$ cat src/rtl/systolic_mult_pkg.sv
// Shared types and sizing helpers for the systolic multiplier collector.
package systolic_mult_pkg;

    typedef enum logic [1:0] {
        ST_IDLE    = 2'd0,
        ST_WAIT    = 2'd1,
        ST_COLLECT = 2'd2,
        ST_HOLD    = 2'd3
    } state_t;

    function automatic int product_width(input int width);
        return 2 * width;
    endfunction

    // Wide enough for both the delay countdown and the product bit index.
    function automatic int counter_width(input int first_bit_delay, input int width);
        int max_count;
        max_count = (first_bit_delay > product_width(width)) ? first_bit_delay : product_width(width);
        return $clog2(max_count + 1);
    endfunction

endpackage

$ cat src/rtl/systolic_sipo_shift.sv
// Serial-in parallel-out register: shifts right, new bit enters at the MSB.
module systolic_sipo_shift #(
    parameter int W = 16
) (
    input  logic         clk,
    input  logic         rst_n,
    input  logic         shift_en,
    input  logic         serial_in,
    output logic [W-1:0] data
);

    always_ff @(posedge clk or negedge rst_n) begin
        if (!rst_n) begin
            data <= '0;
        end else if (shift_en) begin
            data <= {serial_in, data[W-1:1]};
        end
    end

endmodule

$ cat src/rtl/systolic_mult_collector.sv
// Deserialises the LSB-first product stream of the systolic array and offers
// the parallel product on a valid/ready handshake.
module systolic_mult_collector
    import systolic_mult_pkg::*;
#(
    parameter int WIDTH           = 8,
    parameter int FIRST_BIT_DELAY = 8
) (
    input  logic                                i_CLK,
    input  logic                                i_RST_N,
    input  logic                                i_START,
    input  logic                                i_SERIAL_BIT,
    input  logic                                i_READY,
    output logic [product_width(WIDTH)-1:0]     o_RESULT,
    output logic                                o_VALID,
    output logic                                o_BUSY,
    output logic                                o_OVERRUN,
    output logic [1:0]                          o_STATE
);

    localparam int PW = product_width(WIDTH);
    localparam int CW = counter_width(FIRST_BIT_DELAY, WIDTH);

    // Handshake: a product transfers on any edge where o_VALID and i_READY are
    // both high; o_RESULT is held unchanged for as long as o_VALID is high.

    state_t        state;
    logic [CW-1:0] delay_cnt;
    logic [CW-1:0] bit_cnt;
    logic          launch;
    logic          shift_en;

    // A start is accepted from IDLE, or from HOLD on the same edge the held
    // product is taken, so back-to-back products lose no cycle.
    assign launch   = i_START && ((state == ST_IDLE) || ((state == ST_HOLD) && i_READY));
    assign shift_en = (state == ST_COLLECT);
    assign o_STATE  = state;

    always_ff @(posedge i_CLK or negedge i_RST_N) begin
        if (!i_RST_N) begin
            state     <= ST_IDLE;
            delay_cnt <= '0;
            bit_cnt   <= '0;
            o_VALID   <= 1'b0;
            o_BUSY    <= 1'b0;
            o_OVERRUN <= 1'b0;
        end else begin
            o_OVERRUN <= 1'b0;
            if (launch) begin
                o_VALID <= 1'b0;
                o_BUSY  <= 1'b1;
                bit_cnt <= '0;
                if (FIRST_BIT_DELAY == 1) begin
                    state <= ST_COLLECT;
                end else begin
                    state     <= ST_WAIT;
                    delay_cnt <= CW'(FIRST_BIT_DELAY - 1);
                end
            end else begin
                unique case (state)
                    ST_IDLE: begin
                    end
                    ST_WAIT: begin
                        o_OVERRUN <= i_START;
                        delay_cnt <= delay_cnt - 1'b1;
                        if (delay_cnt == CW'(1)) begin
                            state   <= ST_COLLECT;
                            bit_cnt <= '0;
                        end
                    end
                    ST_COLLECT: begin
                        o_OVERRUN <= i_START;
                        if (bit_cnt == CW'(PW - 1)) begin
                            state   <= ST_HOLD;
                            o_VALID <= 1'b1;
                            o_BUSY  <= 1'b0;
                        end else begin
                            bit_cnt <= bit_cnt + 1'b1;
                        end
                    end
                    ST_HOLD: begin
                        if (i_READY) begin
                            state   <= ST_IDLE;
                            o_VALID <= 1'b0;
                        end else begin
                            o_OVERRUN <= i_START;
                        end
                    end
                    default: begin
                        state <= ST_IDLE;
                    end
                endcase
            end
        end
    end

    systolic_sipo_shift #(
        .W(PW)
    ) u_sipo (
        .clk       (i_CLK),
        .rst_n     (i_RST_N),
        .shift_en  (shift_en),
        .serial_in (i_SERIAL_BIT),
        .data      (o_RESULT)
    );

endmodule

$ cat config.mk
export PLATFORM = sky130hd
export DESIGN_NAME = systolic_mult_collector
export DESIGN_NICKNAME = d
export VERILOG_FILES = /design/src/rtl/systolic_mult_pkg.sv /design/src/rtl/systolic_sipo_shift.sv /design/src/rtl/systolic_mult_collector.sv
export SDC_FILE = /design/constraint.sdc
export NUM_CORES = 1
export LEC_CHECK = 0
export BUFFER_PORTS_ARGS = -buffer_cell sky130_fd_sc_hd__buf_2
export CORE_ASPECT_RATIO = 1.25
export CORE_MARGIN = 5
export CORE_UTILIZATION = 45
export CTS_CLUSTER_DIAMETER = 200
export DETAILED_ROUTE_END_ITERATION = 8
export PLACE_DENSITY = 0.66
export SYNTH_ARGS = -nofsm -noshare
export SYNTH_HDL_FRONTEND = slang
export SYNTH_SLANG_ARGS = --single-unit
$ cat constraint.sdc
create_clock -name i_CLK -period 2.1 [get_ports i_CLK]
set_clock_uncertainty 0.2 [all_clocks]
set_input_delay 0.42 -clock i_CLK [delete_from_list [all_inputs] [get_ports i_CLK]]
set_output_delay 0.42 -clock i_CLK [all_outputs]
set_load 0.01 [all_outputs]
==> reports/results.tsv <==
metric	value	unit
status	finished, final reports clean	
clk_pin_slew_worst_paths	60	ps
drive_gt1_frac	0.3522	
hold_buffers	1	
stdcell_count	196	
cts_max_level	2	
fp-row-count	23	
viasPerCell	5.087	
syn-cell-area	0.001488	sq mm
crit_path_end_kind	flip-flop	
final_area	0.001770	sq mm
synth_cell_type_count	29	
hpwl	2.023	mm
wire_per_inst	13.69	um
globalplace.congestion	0.8192	
m1WireLength	1.173	mm
rsz0062_at_grt	false	
n_antenna_cell	0	
grt.total_usage	0.1375	
num_io_pins	26	
dieHeight	74.29	um
clockRootBuffer	clkbuf_8	
grt_first_pass_wirelength	4.540	mm
worst_slack	150.9	ps
top_layer	met4	
num_vias	997	
synth_edf_count	0	
synth_commonest_cells	31 x dfrtp_1, 16 x mux2_2, 12 x nand2_1	
avgSynthCellArea	11.71	sq um
cts_buffers	5	
wl_met3	184	um
crit_required	2060	ps
tritoncts	yes	
crit_path_start_kind	flip-flop	
syn-num-nets	142	
start_util	0.4657	
drc	0	
yosysWarnings	0	
tightest_slew	656.9	ps
grt-ovfl-total	0	
layout_min_cycle_time	1949	ps
dr.first_iter.drc_count	38	
async_reset_ff_frac	1.000	
portBuffers	25	
total_power	2832	uW
grt_max_degree	32	
synth_top_area_share	0.5214	
finalMaxSlewViolations	0	
fin_nets	173	
p_leak	0.0008571	uW
nFillCells	294	
area_growth	19.01	%
totalWireLength	2.683	mm
fp.dieW	61.43	um
worstPathMaxFanout	4	
ant_nets	0	
ys_seq_area_frac	0.5214	
ys_ff_latch	31	
core_area	0.003194	sq mm
vdd_drop_max	0.8587	mV
clock.fmax	513.1	MHz
dr.pass1.iters	4	
placed_cell_area	0.001657	sq mm
post_cts_resized	0	
netlist_instances	127	
place_ws	147.8	ps
place_inst	187	
die_area	0.004563	sq mm
arrival	1900	ps
path_class	flip-flop to flip-flop	
synth_most_common_cell	dfrtp_1	
slew_headroom	0.5620	
hold_class	input pin to flip-flop	
yosysTopAreaCell	dfrtp_1	
power_density	1600	mW/mm^2
clock_path_buffers	2	
finalSetupViolCount	0	
grt_pass1_vias	1022	
postCtsSetupRepairBufs	0	
synthTopCellsByArea	dfrtp_1 52%, mux2_2 12%, ha_1 8.4%, nand2_1 3.0%, inv_1 2.8%	
worstSkewPairLatency	270	ps
synth_ff_type	dfrtp_1	
wl_met2	1.272	mm
final_hold_viol_count	0	
cts.sinks	31	
antenna_found_initial	0	
finalCritPeriodShare	0.9281	
setup_tns	0	ps
drv_cap	0	
-- registers in the layout, indices dropped and copies added (netlist names) --
signal and cells:
o_OVERRUN 1, bit_cnt 5, o_BUSY 1, o_STATE 2, o_VALID 1, u_sipo.data 16, delay_cnt 5
-- critical path, cell delays in order (launching register included) --
cell and delay [ps]:
dfrtp_1 410, ha_1 230, and3_1 190, ha_1 200, nand2_1 90, a21boi_2 220, and2_4 190, o221ai_2 90
-- placed cells by master, fill, tap and decap left out, types with 2 or more instances in the layout --
master    count
nor4b_1       2
xnor2_1       3
clkbuf_8      7
nor2_1        6
nand3_1       2
nor2b_1       2
inv_1        11
mux2_2       16
mux2i_1       3
nand4_1       2
nor3_1        2
nand2_1      12
o21ai_0       3
buf_2        25
ha_1         10
nand2b_1      3
dfrtp_1      31
a21oi_1       4
buf_4         2
-- layout make-up --
cell class                 instances  area, sq um  share of cell area
inverter                          11        41.29             0.02332
timing repair buffer              28        150.1             0.08481
clock buffer                       7        96.34             0.05442
clock inverter                     1        7.507            0.004240
multi-input combinational         81        653.1              0.3689
tap                               37        46.29             0.02615
sequential                        31        775.7              0.4382
-- worst paths after layout --
check / start / to / slack (ps) / cells after the start
setup / recovery: bit_cnt[0] / bit_cnt[3] / 150 / 7
hold / removal: i_SERIAL_BIT / u_sipo.data[15] / 180 / 2
setup reg to reg: bit_cnt[0] / bit_cnt[3] / 150 / 7
hold reg to reg: o_BUSY / o_BUSY / 280 / 2
max in group asynchronous: i_RST_N / u_sipo.data[13] / 770 / 2
min in group asynchronous: i_RST_N / o_STATE[0] / 510 / 2
-- logic make-up (layout without fill, tap and decap cells) --
kind of cell,count (synthesis),in the layout,share of synthesized area
DFF,31,31,0.5214
and+or+nand+nor,35,35,0.1253
xor gates and xnor gates,4,4,0.02355
AOI/OAI and AO/OA,13,13,0.06476
muxes,19,19,0.1413
adders and majority gates,10,10,0.08410
buffers and inverters,15,47,0.03953
-- metrics by stage --
| step | hold WS, ps | utilization |
|---|---|---|
| global placement | 279.1 | 0.5186 |
| floorplan | -75.59 | - |
| detailed placement | 269.1 | 0.5186 |
| global route | 170.8 | 0.5543 |
| finish | 180.8 | 0.5543 |
| CTS | 175.2 | 0.5543 |
-- metal layers --
layer	up-vias	GRT usage
li1	493	-
met1	472	0.1694
met2	26	0.2082
met3	6	0.05729
met4	0	0.06368
met5	-	0
-- where the power goes --
part	total (uW)	switching [uW]	internal, uW
Clock	506	209	298
Combinational	1270	641	626
Sequential	1060	198	860
Total	2830	1050	1780
Power figures use the tool's default switching activity.
